--- src/rtl/hamming_pkg.sv ---
// Shared Hamming(31,26)+overall-parity definitions for the SECDED encoder and decoder.
package hamming_pkg;

  localparam int unsigned DATA_W      = 26;
  localparam int unsigned CODE_W      = 32;
  localparam int unsigned PAR_W       = 5;
  localparam int unsigned HAM_W       = 31;
  localparam int unsigned OVERALL_IDX = 31;

  localparam int unsigned PAR_POS [PAR_W] = '{0, 1, 3, 7, 15};

  typedef logic [1:0] state_t;
  localparam state_t S_IDLE    = 2'd0;
  localparam state_t S_PARITY  = 2'd1;
  localparam state_t S_OVERALL = 2'd2;
  localparam state_t S_DONE    = 2'd3;

  // Codeword bit holding payload bit idx: the idx-th non-power-of-two Hamming position.
  function automatic int unsigned data_pos(input int unsigned idx);
    int unsigned cnt;
    int unsigned pos;
    cnt = 0;
    pos = 0;
    for (int unsigned b = 0; b < HAM_W; b++) begin
      if (((b + 1) & b) != 0) begin
        if (cnt == idx) pos = b;
        cnt++;
      end
    end
    return pos;
  endfunction

endpackage

--- src/rtl/hamming_secded_encoder_if.sv ---
// Handshake/data bundle of hamming_secded_encoder; err_mask exists only with HAMMING_ENC_ERR_INJECT_EN.
interface hamming_secded_encoder_if;
  import hamming_pkg::*;

  logic [DATA_W-1:0] data_in;
  logic              start;
  logic [CODE_W-1:0] encoded_data;
  logic [5:0]        parity_out;
  logic              busy;
  logic              done;
`ifdef HAMMING_ENC_ERR_INJECT_EN
  logic [CODE_W-1:0] err_mask;
`endif

  modport master (
    output data_in,
    output start,
`ifdef HAMMING_ENC_ERR_INJECT_EN
    output err_mask,
`endif
    input  encoded_data,
    input  parity_out,
    input  busy,
    input  done
  );

  modport slave (
    input  data_in,
    input  start,
`ifdef HAMMING_ENC_ERR_INJECT_EN
    input  err_mask,
`endif
    output encoded_data,
    output parity_out,
    output busy,
    output done
  );
endinterface

--- src/rtl/hamming_parity_gen.sv ---
// Combinational Hamming(31,26) parity/syndrome generator over the 31-bit position layout.
module hamming_parity_gen
  import hamming_pkg::*;
(
  input  logic [HAM_W-1:0] i_layout,
  output logic [PAR_W-1:0] o_par
);

  // Pk's own slot is included: it is zero when encoding, and including it yields the syndrome when decoding.
  always_comb begin
    o_par = '0;
    for (int unsigned k = 0; k < PAR_W; k++) begin
      for (int unsigned b = 0; b < HAM_W; b++) begin
        if ((((b + 1) >> k) & 32'd1) != 0)
          o_par[3'(k)] = o_par[3'(k)] ^ i_layout[5'(b)];
      end
    end
  end

endmodule

--- src/rtl/hamming_secded_encoder.sv ---
// Multi-cycle SECDED encoder: 26-bit payload -> 32-bit Hamming(31,26)+overall codeword.
// Optional HAMMING_ENC_ERR_INJECT_EN XORs a captured err_mask into the emitted codeword.
module hamming_secded_encoder
  import hamming_pkg::*;
(
  input  logic                     clk,
  input  logic                     rst,
  hamming_secded_encoder_if.slave  bus
);

  state_t            r_state;
  logic [HAM_W-1:0]  r_layout;
  logic [CODE_W-1:0] r_encoded;
  logic [5:0]        r_parity;
  logic              r_done;
`ifdef HAMMING_ENC_ERR_INJECT_EN
  logic [CODE_W-1:0] r_mask;
`endif

  logic [HAM_W-1:0]  w_scatter;
  logic [PAR_W-1:0]  w_par;
  logic              w_overall;

  always_comb begin
    w_scatter = '0;
    for (int unsigned i = 0; i < DATA_W; i++)
      w_scatter[5'(data_pos(i))] = bus.data_in[5'(i)];
  end

  hamming_parity_gen u_parity_gen (
    .i_layout (r_layout),
    .o_par    (w_par)
  );

  assign w_overall = ^r_layout;

  always_ff @(posedge clk) begin
    if (rst) begin
      r_state   <= S_IDLE;
      r_layout  <= '0;
      r_encoded <= '0;
      r_parity  <= '0;
      r_done    <= 1'b0;
`ifdef HAMMING_ENC_ERR_INJECT_EN
      r_mask    <= '0;
`endif
    end else begin
      case (r_state)
        S_IDLE: begin
          if (bus.start) begin
            r_layout <= w_scatter;
`ifdef HAMMING_ENC_ERR_INJECT_EN
            r_mask   <= bus.err_mask;
`endif
            r_state  <= S_PARITY;
          end
        end
        S_PARITY: begin
          for (int unsigned k = 0; k < PAR_W; k++)
            r_layout[5'(PAR_POS[k])] <= w_par[3'(k)];
          r_state <= S_OVERALL;
        end
        S_OVERALL: begin
          // parity_out always reflects the clean codeword, even when a mask is applied.
`ifdef HAMMING_ENC_ERR_INJECT_EN
          r_encoded <= {w_overall, r_layout} ^ r_mask;
`else
          r_encoded <= {w_overall, r_layout};
`endif
          r_parity  <= {w_overall, r_layout[15], r_layout[7], r_layout[3], r_layout[1], r_layout[0]};
          r_done    <= 1'b1;
          r_state   <= S_DONE;
        end
        S_DONE: begin
          r_done  <= 1'b0;
          r_state <= S_IDLE;
        end
        default: r_state <= S_IDLE;
      endcase
    end
  end

  assign bus.encoded_data = r_encoded;
  assign bus.parity_out   = r_parity;
  assign bus.done         = r_done;
  assign bus.busy         = (r_state != S_IDLE);

endmodule

--- src/flat_wrapper.sv ---
// flat-port wrapper written by rule: the top's interface ports become plain ports
module hamming_secded_encoder_flat import hamming_pkg::*;
  (clk, rst, bus_data_in, bus_start, bus_encoded_data, bus_parity_out, bus_busy, bus_done);
  hamming_secded_encoder_if bus_i ();
  input  logic clk;
  input  logic rst;
  input wire logic [$bits(bus_i.data_in)-1:0] bus_data_in;
  input wire logic [$bits(bus_i.start)-1:0] bus_start;
  output wire logic [$bits(bus_i.encoded_data)-1:0] bus_encoded_data;
  output wire logic [$bits(bus_i.parity_out)-1:0] bus_parity_out;
  output wire logic [$bits(bus_i.busy)-1:0] bus_busy;
  output wire logic [$bits(bus_i.done)-1:0] bus_done;
  assign bus_i.data_in = bus_data_in;
  assign bus_i.start = bus_start;
  assign bus_encoded_data = bus_i.encoded_data;
  assign bus_parity_out = bus_i.parity_out;
  assign bus_busy = bus_i.busy;
  assign bus_done = bus_i.done;
  hamming_secded_encoder u_core (.clk(clk), .rst(rst), .bus(bus_i));
endmodule
--- config.mk ---
export PLATFORM = sky130hd
export DESIGN_NAME = hamming_secded_encoder_flat
export DESIGN_NICKNAME = d
export VERILOG_FILES = /design/src/rtl/hamming_pkg.sv /design/src/rtl/hamming_secded_encoder_if.sv /design/src/rtl/hamming_parity_gen.sv /design/src/rtl/hamming_secded_encoder.sv /design/src/flat_wrapper.sv
export SDC_FILE = /design/constraint.sdc
export NUM_CORES = 1
export LEC_CHECK = 0
export BUFFER_PORTS_ARGS = -buffer_cell sky130_fd_sc_hd__buf_2
export CAP_MARGIN = 0
export CORE_MARGIN = 2
export CORE_UTILIZATION = 53
export DETAILED_ROUTE_END_ITERATION = 10
export GPL_TIMING_DRIVEN = 1
export PLACE_DENSITY = 0.83
export SYNTH_ARGS = -nofsm -noshare
export SYNTH_HDL_FRONTEND = slang
export SYNTH_SLANG_ARGS = --single-unit
--- constraint.sdc ---
create_clock -name clk -period 2.4 [get_ports clk]
set_input_delay 0.24 -clock clk [delete_from_list [all_inputs] [get_ports clk]]
set_output_delay 0.24 -clock clk [all_outputs]
set_load 0.02 [all_outputs]
# After elaboration in Yosys (flattened, before gate mapping)
# Index checks and enable logic that the tools add are counted.
[totals] word_cells=100 out_inout_bits=40 in_bits=29 ff_bits=72
[op_classes] reduce_logical=7 muxes=8 bitwise_logic=75 eq_ne=4
[ops] cell="1-bit XOR" count=75
[ops] cell="31-bit parity" count=1
[ops] cell="16-bit two-way mux" count=1
[ops] cell="1-bit one-hot mux with 2 select lines" count=4
[ops] cell="2-bit one-hot mux with 4 select lines" count=1
[ops] cell="2-bit nonzero test" count=3
[ops] cell="2-bit == test, second input constant" count=2
[ops] cell="2-bit one-hot mux with 2 select lines" count=1
[ops] cell="2-bit AND reduction" count=2
[ops] cell="2-bit by 1-bit == test with 1-bit output, second input constant" count=1
[ops] cell="2-bit zero test" count=1
[ops] cell="2-bit two-way mux" count=1
[ops] cell="2-bit inequality test, second input constant" count=1

# Depth between registers and ports, before layout
[logic_depth] ltp_word=16 ltp_mapped=7 ltp_nobuf=6

# Modules after synthesis
# Synthesis repeated with hierarchy kept, for this count alone.
[unflattened] hier_cells=322 hier_area_um2=3248.1
[modules_own_cells] module="hamming_secded_encoder" seq_area_each_um2=1321.3 cells_each=286 n_inst=1 area_per_inst_um2=2680.1
[modules_own_cells] module="hamming_parity_gen" seq_area_each_um2=0.0 cells_each=36 n_inst=1 area_per_inst_um2=568.0

# Least setup slack after synthesis
# Ideal clock, no wire load.
[synth_path] path_kind="reg-to-reg" from="register u_core.r_layout[30]" to="register u_core.r_layout[7]" synth_period_minus_slack_ns=1.723 path_slack_ns=0.677 setup_time_ns=0.128 stages_incl_launch_ff=7 n_path_buf=0 arrival_time_ns=1.595 t_required_ns=2.272 path_cell_list="dfxtp_1 xor2_2 xnor2_1 xnor2_1 xnor3_4 a22oi_1 nor2_1"
[synth_between] elab_chain_len=2
[synth_lines] element="start, declared" line="hamming_secded_encoder.sv:12" text="logic [HAM_W-1:0] r_layout;"
[synth_lines] element="start signal, assigned" line="hamming_secded_encoder.sv:51" text="r_layout <= w_scatter;"
[synth_lines] element="start signal, assigned by index" line="hamming_secded_encoder.sv:60" text="r_layout[5'(PAR_POS[k])] <= w_par[3'(k)];"
[synth_lines] element="1-bit XOR" line="hamming_parity_gen.sv:15" text="o_par[3'(k)] = o_par[3'(k)] ^ i_layout[5'(b)];"
[synth_lines] element="1-bit one-hot mux with 2 select lines" line="hamming_secded_encoder.sv:48" text="case (r_state)"
# No other way between the ends.
# A chain may end at the register's enable or synchronous reset.

# Final worst setup path
# Same ends and word-level chain as after synthesis.

==> impl_metrics.env <==
export IMPL_crit_type="flip-flop to flip-flop"
export IMPL_p_int_mw=3.042
export IMPL_cts_tree="yes"
export IMPL_ys_top_cells_by_area="dfxtp_1, mux2i_1, xnor2_1"
export IMPL_synth_top_area_share_pct=44.78
export IMPL_vdd_drop_max_uv=564.8
export IMPL_holdCritPathClass="primary input to flip-flop"
export IMPL_setup_ws_ns=0.4995
export IMPL_netlist_top_cells_count="dfxtp_1, nand2_1, nor2_1"
export IMPL_fp_dieArea_sq_um=6180
export IMPL_power_density_nw_per_um2=1352
export IMPL_clockBufferDepth=2
export IMPL_leakage_nw=1.541
export IMPL_slew_viol_final=0
export IMPL_syn_nets=348
export IMPL_final_min_clock_period_ns=1.901
export IMPL_hold_viol_final=0
export IMPL_design_area_sq_um=3527
export IMPL_wirelength_mm=6.188
export IMPL_worst_pin_slew_ns=0.6106
export IMPL_ant_nets=0
export IMPL_wl_per_cell_um=13.60
export IMPL_cp_required_ns=2.61
export IMPL_yosysTopAreaCell="dfxtp_1"
export IMPL_initial_core_util_pct=54.24
export IMPL_place_ws_ns=0.5204
export IMPL_synth_edf_count=0
export IMPL_antenna_found_initial=0
export IMPL_yosys_cell_types_count=25
export IMPL_drtIter0Drc=164
export IMPL_nets=411
export IMPL_portBuffers=68
export IMPL_cts_sinks=66
export IMPL_dp_hpwl_mm=4.379
export IMPL_cap_violations=0
export IMPL_coreArea_sq_um=5439
export IMPL_async_flop_share_pct=0
export IMPL_drive_above_1_share_pct=24.28
export IMPL_diodes=0
export IMPL_final_util_pct=64.85
export IMPL_swShare_pct=36.19
export IMPL_synthFlopType="dfxtp_1"
export IMPL_dr_total_vias=2277
export IMPL_end_kind="flip-flop"
export IMPL_areaGrowthSynthToFinish_pct=19.55
export IMPL_synth_avg_cell_area_sq_um=9.366
export IMPL_gp_congestion=0.8467
export IMPL_path_clk_slew_ns=0.07
export IMPL_grt_max_degree=36
export IMPL_synth_seq_area_share_pct=44.78
export IMPL_via_per_inst=5.004
export IMPL_maxSlewHeadroom_pct=59.29
export IMPL_ys_ff_latch=66
export IMPL_p_comb_share_pct=48.9
export IMPL_cts_root_buf="clkbuf_8"
export IMPL_synth_most_common_cell="dfxtp_1"
export IMPL_dpl_cell_area_sq_um=3323
export IMPL_period_share_pct=79.19
export IMPL_die_x_um=78.61
export IMPL_seqPwrFrac_pct=31.3
export IMPL_final_setup_tns_ns=0
export IMPL_grt_setup_unrepaired="false"
export IMPL_gr_total_overflow=0
export IMPL_grt_usage_pct=21.33
export IMPL_dp_cells=439
export IMPL_timing_clock_skew_ns=0.006415
export IMPL_clkPwrFrac_pct=19.8
export IMPL_post_cts_buffers=0
export IMPL_clock_latency_ns=0.34
export IMPL_die_h_um=78.61
export IMPL_cp_max_fo=4
export IMPL_setup_viol=0
export IMPL_critPathLaunchType="flip-flop"
export IMPL_drc=0
export IMPL_num_rows=27
export IMPL_outcome="finished, final reports clean"
export IMPL_cts_hold_buffers=0
export IMPL_cts_resized_gates=0
export IMPL_grt_pass1_wl_mm=10.24
export IMPL_syn_cell_area_sq_um=2950
export IMPL_finalPower_mw=4.767
export IMPL_yosys_warnings=0
export IMPL_first_global_vias=2158
export IMPL_p_sw_mw=1.725
export IMPL_rrSetupSlack_ns=0.50
export IMPL_syn_inst=315
export IMPL_max_freq_mhz=526.2
export IMPL_ios=69
export IMPL_cp_arrival_ns=2.11
export IMPL_holdWs_ns=0.1330
export IMPL_drt_first_pass_iters=4
export IMPL_cts_buffers=9
export IMPL_htree_levels=3
export IMPL_instances_no_fill=455
[critical path, stage by stage, from the launching register on]
cell and delay (ns):
dfxtp_1 0.44, xor2_2 0.21, xnor2_1 0.11, xnor2_1 0.27, xnor3_4 0.52, a22oi_1 0.16, nor2_1 0.06
[worst paths after layout]
check / startpoint / to / depth (start not counted)
setup / recovery: u_core.r_layout[30] / u_core.r_layout[7] / 6
hold / removal: bus_data_in[0] / u_core.r_layout[2] / 3
setup reg to reg: u_core.r_layout[30] / u_core.r_layout[7] / 6
hold reg to reg: u_core.bus.done / u_core.bus.done / 2
[metal layers]
layer	wire length, um	up-vias	track usage, %
li1	-	1143	-
met1	2780	1053	28.32
met2	2958	68	33.08
met3	327	13	4.828
met4	122	0	9.649
met5	0	-	0
[layout make-up]
cell class | count | area, sq um
multi-input cells | 224 | 1515
fillers | 447 | 1912
clock inverters | 5 | 52.55
flip-flops and latches | 66 | 1321
inverters | 3 | 11.26
well taps | 72 | 90.09
clock buffers | 11 | 151.4
repair buffers | 74 | 385.4
[placed cells by master, fill, tap and decap left out]
cell         n
buf_2       68
dfxtp_1     66
nand2_1     54
nor2_1      39
xnor2_1     36
mux2i_1     32
a21oi_1     27
clkbuf_8    11
xor2_1      10
buf_4        6
xnor3_1      5
a22oi_1      4
inv_1        3
nand2b_1     3
ha_1         3
clkinv_2     3
a211oi_1     1
and2_1       1
xor2_2       1
and2_0       1
or3b_1       1
nand3_1      1
a31oi_1      1
o22ai_1      1
nor3_1       1
xnor3_4      1
ha_2         1
bufinv_16    1
clkinvlp_4   1
[state kept, by name, indices dropped and copies added (netlist names)]
register and cells:
u_core.r_layout 31, u_core.r_state 2, u_core.bus.encoded_data 32, u_core.bus.done 1
[logic make-up (layout without fill, tap and decap cells)]
family / Yosys count / after routing / share of synthesized area (%)
flip-flops: 66 / 66 / 44.78
multiplexers: 32 / 32 / 10.86
buffers and inverters: 25 / 93 / 3.944
AO/OA/AOI/OAI: 34 / 34 / 6.277
XOR/XNOR: 53 / 53 / 18.91
AND/OR/NAND/NOR: 101 / 101 / 13.53
adder cells (fa/ha/maj): 4 / 4 / 1.696
[power groups by stage]
| stage | clock network (mW) | registers (mW) | logic (mW) |
|---|---|---|---|
| after global routing | 1.01 | 1.52 | 2.56 |
| after detailed placement | 0 | 1.51 | 2.33 |
| after floorplan | 0 | 1.51 | 1.89 |
| after global placement | 0 | 1.50 | 2.28 |
| final | 0.943 | 1.49 | 2.33 |
| after CTS | 0.965 | 1.49 | 2.35 |
Power figures use the tool's default switching activity.
